## src/rtl/wbuf_pkg.sv

```systemverilog
// Shared types for the store write buffer: entry layout and drain FSM states.
package wbuf_pkg;
   localparam int DEPTH_DEFAULT = 4;
   localparam int ADDR_W_MAX    = 64;

   // addr holds the doubleword index (byte address >> 3), zero-extended
   typedef struct packed {
      logic [ADDR_W_MAX-1:0] addr;
      logic [63:0]           data;
      logic [7:0]            strb;
   } wbuf_entry_t;

   typedef enum logic {
      IDLE  = 1'b0,
      ISSUE = 1'b1
   } wbuf_state_t;
endpackage

```

## src/rtl/wbuf_fifo.sv

```systemverilog
// Circular entry storage with per-slot valid bits so every entry can be snooped in parallel.
module wbuf_fifo
   import wbuf_pkg::*;
#(
   parameter int DEPTH = DEPTH_DEFAULT,
   localparam int PW   = $clog2(DEPTH),
   localparam int CW   = PW + 1
) (
   input  logic        clk,
   input  logic        rst,
   input  logic        i_push,
   input  wbuf_entry_t i_push_entry,
   input  logic        i_pop,
   output wbuf_entry_t o_entries [DEPTH],
   output logic [DEPTH-1:0] o_valid,
   output logic [PW-1:0] o_rd_ptr,
   output logic [CW-1:0] o_count
);
   wbuf_entry_t      r_mem [DEPTH];
   logic [DEPTH-1:0] r_valid;
   logic [PW-1:0]    r_wr_ptr;
   logic [PW-1:0]    r_rd_ptr;
   logic [CW-1:0]    r_count;

   // Payload needs no reset: a slot is only observed while its valid bit is set
   always_ff @(posedge clk) begin
      if (i_push) begin
         r_mem[r_wr_ptr] <= i_push_entry;
      end
   end

   always_ff @(posedge clk) begin
      if (rst) begin
         r_valid  <= '0;
         r_wr_ptr <= '0;
         r_rd_ptr <= '0;
         r_count  <= '0;
      end else begin
         if (i_push) begin
            r_valid[r_wr_ptr] <= 1'b1;
            r_wr_ptr          <= r_wr_ptr + 1'b1;
         end
         if (i_pop) begin
            r_valid[r_rd_ptr] <= 1'b0;
            r_rd_ptr          <= r_rd_ptr + 1'b1;
         end
         case ({i_push, i_pop})
            2'b10:   r_count <= r_count + 1'b1;
            2'b01:   r_count <= r_count - 1'b1;
            default: r_count <= r_count;
         endcase
      end
   end

   assign o_entries = r_mem;
   assign o_valid   = r_valid;
   assign o_rd_ptr  = r_rd_ptr;
   assign o_count   = r_count;
endmodule

```

## src/rtl/store_write_buffer.sv

```systemverilog
// FIFO write buffer between cache and data memory: drain FSM plus load-hazard lookup.
module store_write_buffer
   import wbuf_pkg::*;
#(
   parameter int DEPTH  = DEPTH_DEFAULT,
   parameter int ADDR_W = 32,
   localparam int PW    = $clog2(DEPTH),
   localparam int CW    = PW + 1
) (
   input  logic              clk,
   input  logic              rst,
   input  logic              enq_valid,
   output logic              enq_ready,
   input  logic [ADDR_W-1:0] enq_addr,
   input  logic [63:0]       enq_data,
   input  logic [7:0]        enq_strb,
   output logic              mem_valid,
   input  logic              mem_ready,
   output logic [ADDR_W-1:0] mem_addr,
   output logic [63:0]       mem_wdata,
   output logic [7:0]        mem_wstrb,
   input  logic [ADDR_W-1:0] lk_addr,
   output logic              lk_hit,
   output logic              empty,
   output logic [CW-1:0]     count
);
   wbuf_state_t      r_state;
   wbuf_entry_t      w_entries [DEPTH];
   wbuf_entry_t      w_push_entry;
   logic [DEPTH-1:0] w_valid;
   logic [DEPTH-1:0] w_match;
   logic [PW-1:0]    w_rd_ptr;
   logic [CW-1:0]    w_count;
   logic [CW-1:0]    w_count_next;
   logic [ADDR_W_MAX-1:0] w_lk_dw;
   logic             w_push;
   logic             w_pop;
   logic             w_unused;

   // Byte offsets are irrelevant at doubleword granularity
   assign w_unused = &{1'b0, enq_addr[2:0], lk_addr[2:0]};

   assign enq_ready = ~rst & (w_count < CW'(DEPTH));
   assign mem_valid = ~rst & (r_state == ISSUE);
   assign w_push    = enq_valid & enq_ready;
   assign w_pop     = mem_valid & mem_ready;
   assign w_count_next = w_count - CW'(w_pop) + CW'(w_push);

   assign w_push_entry.addr = ADDR_W_MAX'(enq_addr[ADDR_W-1:3]);
   assign w_push_entry.data = enq_data;
   assign w_push_entry.strb = enq_strb;

   wbuf_fifo #(.DEPTH(DEPTH)) u_fifo (
      .clk          (clk),
      .rst          (rst),
      .i_push       (w_push),
      .i_push_entry (w_push_entry),
      .i_pop        (w_pop),
      .o_entries    (w_entries),
      .o_valid      (w_valid),
      .o_rd_ptr     (w_rd_ptr),
      .o_count      (w_count)
   );

   always_ff @(posedge clk) begin
      if (rst) begin
         r_state <= IDLE;
      end else begin
         case (r_state)
            IDLE:    if (w_count != '0) r_state <= ISSUE;
            ISSUE:   if (w_pop && (w_count_next == '0)) r_state <= IDLE;
            default: r_state <= IDLE;
         endcase
      end
   end

   assign mem_addr  = {w_entries[w_rd_ptr].addr[ADDR_W-4:0], 3'b000};
   assign mem_wdata = w_entries[w_rd_ptr].data;
   assign mem_wstrb = w_entries[w_rd_ptr].strb;

   // The popping head stays valid through its pop cycle, so it still hits
   assign w_lk_dw = ADDR_W_MAX'(lk_addr[ADDR_W-1:3]);
   for (genvar gi = 0; gi < DEPTH; gi++) begin : g_cmp
      assign w_match[gi] = w_valid[gi] & (w_entries[gi].addr == w_lk_dw);
   end
   assign lk_hit = ~rst & (|w_match);

   assign empty = rst | (w_count == '0);
   assign count = w_count;
endmodule

```

## config.mk

```make
export PLATFORM = sky130hd
export DESIGN_NAME = store_write_buffer
export DESIGN_NICKNAME = d
export VERILOG_FILES = /design/src/rtl/wbuf_pkg.sv /design/src/rtl/wbuf_fifo.sv /design/src/rtl/store_write_buffer.sv
export SDC_FILE = /design/constraint.sdc
export NUM_CORES = 1
export LEC_CHECK = 0
export BUFFER_PORTS_ARGS = -buffer_cell sky130_fd_sc_hd__buf_4
export CAP_MARGIN = 30
export CORE_MARGIN = 3
export CORE_UTILIZATION = 30
export CTS_BUF_LIST = sky130_fd_sc_hd__clkbuf_4
export DETAILED_ROUTE_END_ITERATION = 10
export PLACE_DENSITY = 0.57
export SKIP_LAST_GASP = 1
export SYNTH_ARGS = -nofsm -noshare
export SYNTH_HDL_FRONTEND = slang
export SYNTH_SLANG_ARGS = --single-unit
```

## constraint.sdc

```tcl
create_clock -name clk -period 4.7 [get_ports clk]
set_clock_uncertainty 0.15 [all_clocks]
set_input_delay 0.47 -clock clk [delete_from_list [all_inputs] [get_ports clk]]
set_output_delay 0.47 -clock clk [all_outputs]
set_load 0.01 [all_outputs]
```

# == Word-level counts from Yosys, hierarchy flattened ==
# Cells that the tools add are included.
# classes
mux,17
n_eq_ne,6
n_bitwise,17
n_lt_le_gt_ge,8
reduce_logical,9
add_sub_neg,6
# op_table
op,count
bitwise mux 544 bit,1
binary-select mux 136 bit (select 2 bit),1
demux 136 bit (select 2 bit),1
equality test 64 x 29 -> 1 bit,4
2-to-1 mux 101 bit,2
2-to-1 mux 136 bit,1
2-to-1 mux 4 bit,3
bitwise AND 1 bit,9
"greater-or-equal comparator 3 bit, second input constant",2
logical NOT 3 bit,2
"< comparator 2 x 3 -> 1 bit, second input constant",2
NOT 2 -> 3 bit,2
case mux 3 bit (2 select lines),1
"adder 2 x 1 -> 2 bit, second input constant",2
bitwise AND 4 bit,1
demux 1 bit (select 2 bit),2
"greater-or-equal comparator 2 x 1 -> 1 bit, second input constant",2
logical AND 1 bit,4
2-to-1 mux 1 bit,4
NOT 4 bit,1
OR 4 bit,1
OR reduction 4 bit,1
adder 3 x 1 -> 3 bit,1
"adder 3 x 1 -> 3 bit, second input constant",1
other kinds (11),12
# totals
regBits,556
out_inout_bits,111
word_cells,80
inputBits,140

# == Depth between registers and ports, before layout ==
# depth
ltp_word,9
mapped_depth,12
depth_no_buf,10

# == Cells and area by module ==
# From an unflattened synthesis, not the netlist that was laid out.
# unflattened
cells_unflattened,976
area_unflattened_um2,21120.3
# by_module_without_submodules
module,n_inst,area_each_um2,cells_each
wbuf_fifo,1,16895.0,600
store_write_buffer,1,4225.3,376

# == Worst setup path before layout ==
# OpenSTA, ideal clock, no wires.
# synth_path
kind,input port to flip-flop
from,input rst
to,"register u_fifo.r_mem (netlist bit u_fifo.o_entries[0]), enable pin"
setup_ns,0.472
path_slack_ns,0.694
required_ns,4.078
arrival_ns,3.384
stages,3
n_path_buf,1
path_cell_list,buf_2 -> nor3b_2 -> and2_1
# synth_via
elab_chain_cells,3
# synth_lines
element,line,source
from (decl),store_write_buffer.sv:11,"input logic rst,"
NOT 1 bit,store_write_buffer.sv:43,assign enq_ready = ~rst & (w_count < CW'(DEPTH));
bitwise AND 1 bit,store_write_buffer.sv:43,
bitwise AND 1 bit,store_write_buffer.sv:45,assign w_push = enq_valid & enq_ready;
"to (signal, indexed assignment)",wbuf_fifo.sv:28,r_mem[r_wr_ptr] <= i_push_entry;
to (decl),wbuf_fifo.sv:19,wbuf_entry_t r_mem [DEPTH];
# No other way between the ends.
# A chain may end at the register's enable or synchronous reset.

# == Final worst setup path ==
# layout_path
from,"register u_fifo.r_count[2], in the netlist u_fifo.o_count[2]"
to,register r_state
# layout_via
elab_chain_cells,8
# layout_lines
element,line,source
from (decl),wbuf_fifo.sv:23,logic [CW-1:0] r_count;
from (signal assigned),wbuf_fifo.sv:48,2'b10: r_count <= r_count + 1'b1;
from (signal assigned),wbuf_fifo.sv:49,2'b01: r_count <= r_count - 1'b1;
from (signal assigned),wbuf_fifo.sv:50,default: r_count <= r_count;
< comparator 3 bit,store_write_buffer.sv:43,
bitwise AND 1 bit,store_write_buffer.sv:43,
bitwise AND 1 bit,store_write_buffer.sv:45,
adder 3 x 1 -> 3 bit,store_write_buffer.sv:47,assign w_count_next = w_count - CW'(w_pop) + CW'(w_push);
logical NOT 3 bit,store_write_buffer.sv:71,ISSUE: if (w_pop && (w_count_next == '0)) r_state <= IDLE;
logical AND 1 bit,store_write_buffer.sv:71,
2-to-1 mux 1 bit,store_write_buffer.sv:71,
case mux 1 bit (2 select lines) (*),store_write_buffer.sv:69,case (r_state)
to (signal assigned),store_write_buffer.sv:70,IDLE: if (w_count != '0) r_state <= ISSUE;
to (signal assigned),store_write_buffer.sv:71,
to (signal assigned),store_write_buffer.sv:72,default: r_state <= IDLE;
to (decl),store_write_buffer.sv:27,wbuf_state_t r_state;
# Every way passes the cells marked *; elsewhere a longest branch is shown, timed or not.

==> impl_metrics.py <==
metrics = {
    "outcome": {
        "status": "finished clean",
    },
    "floorplanning": {
        "ios": 251,
        "start_util_pct": 30.5,
        "num_rows": 85,
        "core_sq_mm": 0.0541,
        "die_w_um": 241,
        "fp.dieArea_sq_mm": 0.0579,
        "fp.dieH_um": 241,
    },
    "synthesis": {
        "synth_top_area_share_pct": 73.5,
        "ys_ff_latch": 416,
        "synth-async-reset-ratio_pct": 0,
        "netlist_area_sq_mm": 0.0165,
        "netlist_top_cells_area": "edfxtp_1 (73%), mux4_2 (14%), xor2_1 (4.2%)",
        "syn-mean-instance-area_sq_um": 21.6,
        "synth.distinct_cells": 31,
        "synth_edf_count": 404,
        "synthCells": 766,
        "synth_top_cell_by_area": "edfxtp_1",
        "synth_flop_cell": "edfxtp_1",
        "ys_seq_area_share_pct": 74.9,
        "yosysWarnings": 0,
    },
    "setup_path": {
        "cp.required_ns": 5.26,
        "rrSetupSlack_ns": 0.82,
        "cp_slowest_cell": "dlygate4sd3_1",
        "crit_chain": "nor3b_2 > nand2b_1 > nand2_1 > ha_1 > fa_1 > xnor2_1 > xnor2_1 > nand3_1 > nand2_1 > dlygate4sd3_1 > o21ai_0 > dlygate4sd3_1",
        "timing.rr.end": "r_state",
        "arrival_ns": 4.45,
        "start_kind": "flop",
        "criticalPathCategory": "flop to flop",
        "worstReg2RegStart": "u_fifo.o_count[2]",
        "worstPathMaxFanout": 9,
        "cp-end-kind": "flop",
        "r2r_cells": 12,
        "critPathMaxStageDelay_ns": 0.55,
    },
    "finish": {
        "synthToLayoutAreaGrowth_pct": 31.7,
        "drive_above_1_share_pct": 42.1,
        "multiInputGateArea_sq_mm": 0.00399,
        "final_nets": 1363,
        "seq_area_sq_mm": 0.0124,
        "stdcell_count": 1993,
        "num-fill-cells": 4959,
        "fin_util_pct": 40.2,
    },
    "pwr": {
        "leakagePower_uw": 0.00745,
        "p_sw_share_pct": 23.7,
        "switchingPower_uw": 1970,
        "p_seq_share_pct": 51.2,
        "p_comb_share_pct": 11.3,
        "internal_power_uw": 6360,
        "p_per_area_mw_per_mm2": 383,
        "p_clk_share_pct": 37.5,
        "peakVddDrop_mv": 0.231,
    },
    "place": {
        "gp_congestion": 0.789,
        "place_inst": 1689,
        "port-buffer-count": 241,
        "dpl.hpwl_um": 26300,
    },
    "clocking": {
        "cts_buffers": 111,
        "clkTransAtPathRegs_ns": 0.07,
        "cts_resized": 0,
        "cts_sinks": 416,
        "cts-root-buf": "clkbuf_4",
        "postCtsSetupBuffers": 0,
        "htreeDepth": 3,
        "cts_max_path_buffers": 3,
        "cts_hold_buf": 106,
        "tritoncts": "done",
        "insertion_delay_ns": 0.83,
    },
    "route": {
        "post_drt_wl_per_cell_um": 20.8,
        "vias": 9111,
        "postRouteAntennaNets": 0,
        "drc_errors": 0,
        "viasPerCell": 4.57,
        "drt_pass1_iterations": 5,
        "routed_wl_um": 41500,
        "detail_route.iter0.violations": 444,
    },
    "hold_path": {
        "min_to": "u_fifo.o_entries[497]",
        "hp-start": "enq_addr[20]",
        "min_path_type": "input pin to flop",
        "whs_path_depth": 2,
    },
    "timing": {
        "grt_setup_unrepaired": "no",
        "setup_viol": 0,
        "final_hold_viol_count": 0,
        "finalCritPeriodShare_pct": 82.6,
        "max_slew_margin_pct": 42.6,
        "tns_ns": 0,
        "fmax_ghz": 0.258,
        "tightestPinTransition_ns": 0.861,
        "period_needed_ns": 3.88,
        "report.final.slew_viol_count": 0,
    },
    "run": {
        "drv_cap": 0,
    },
    "grt": {
        "grt_antenna_before_repair": 5,
        "grt_pass1_wl_um": 61100,
        "grt_pass1_vias": 10100,
        "grt_overflow": 0,
        "grt_max_degree": 58,
        "grt_usage_pct": 14.4,
    },
}
## flip-flops by register name (all words and copies together) (netlist names)
name / flops
r_state: 1
u_fifo.o_count: 3
u_fifo.o_entries: 404
u_fifo.o_rd_ptr: 2
u_fifo.o_valid: 4
u_fifo.r_wr_ptr: 2
## critical path, delay by kind of cell, from the launching register on
| family | cells | cell delay (ns) |
|---|---|---|
| AO/OA/AOI/OAI | 1 | 0.06 |
| XOR/XNOR | 2 | 0.33 |
| adder cells (fa/ha/maj) | 2 | 0.64 |
| buffers and inverters | 2 | 1.08 |
| flip-flops | 1 | 0.40 |
| AND/OR/NAND/NOR | 5 | 1.13 |
## power by group through the flow
stage / Sequential (uW) / Clock, uW / Combinational [uW]
global route: 4280 / 3480 / 1020
finish: 4270 / 3130 / 940
CTS: 4270 / 3280 / 964
floorplan: 4320 / 0 / 435
global placement: 4340 / 0 / 877
detailed placement: 4350 / 0 / 883
## Yosys cell counts (2+ instances only)
library cell  number
edfxtp_1         404
mux4_2           101
xor2_1            80
xnor2_1           42
nor4_1            20
buf_2             14
dfxtp_1           12
nand4_1           12
nor2_1            11
clkbuf_1          10
ha_1               9
inv_1              6
a211oi_1           5
buf_1              5
nand3_1            5
and2_1             4
nand2_1            4
or4_1              4
buf_4              3
fa_1               2
nand2b_1           2
o31ai_1            2
## worst max path at each step
| stage | slack, ns | start | endpoint |
|---|---|---|---|
| floorplan | 0.69 | rst | u_fifo.o_entries[0] |
| global placement | 1.69 | rst | r_state |
| detailed placement | 1.61 | rst | r_state |
| CTS | 0.77 | u_fifo.o_count[2] | r_state |
| global route | 0.51 | u_fifo.o_count[2] | r_state |
| finish | 0.82 | u_fifo.o_count[2] | r_state |
## cell usage in the layout (no fill, tap or decap), types with 5 or more instances in the layout
cell type / Yosys / routed
clkbuf_4: 0 / 166
nand4_1: 12 / 12
dlygate4sd3_1: 0 / 106
nand3_1: 5 / 5
nor4_1: 20 / 20
inv_1: 6 / 6
a211oi_1: 5 / 5
nor2_1: 11 / 11
edfxtp_1: 404 / 404
clkinv_1: 0 / 15
diode_2: 0 / 6
buf_4: 3 / 250
buf_12: 0 / 7
mux4_2: 101 / 101
dfxtp_1: 12 / 10
xor2_1: 80 / 80
ha_1: 9 / 9
xnor2_1: 42 / 42
## layout make-up
cell class / instances / area share, %
Inverter: 6 / 0.104
Clock inverter: 26 / 0.702
Multi-Input combinational cell: 314 / 18.3
Clock buffer: 166 / 5.73
Antenna cell: 6 / 0.0690
Sequential cell: 416 / 56.9
Timing Repair Buffer: 363 / 14.1
Tap cell: 696 / 4.00
## kinds of logic (layout without fill, tap and decap cells)
family,after synthesis,in the layout,synth area share (%)
adders and majority gates,11,11,0.924
buffers and inverters,38,561,1.04
DFF,416,416,74.9
and+or+nand+nor,67,67,2.35
xor gates and xnor gates,122,122,6.47
other,1,9,0.0227
AOI/OAI and AO/OA,9,9,0.447
muxes,102,102,13.8
## metrics by stage
stage,setup WS [ns],hold WS (ns),total power (uW),instance area [sq um]
after floorplan,0.694,0.328,4760,16500
after global placement,1.69,0.338,5220,19300
after detailed placement,1.61,0.345,5230,19300
after CTS,0.773,0.0569,8510,21700
after global routing,0.511,0.0785,8780,21800
final,0.818,0.214,8330,21800
## routing by layer
layer	track usage (%)	wire, um	vias up
met5	0	13	-
met3	5.86	3570	67
met1	17.3	16900	4621
met2	23.7	20200	324
li1	-	-	4097
met4	4.99	847	2
Note: power is estimated with default switching activity, not from simulation.
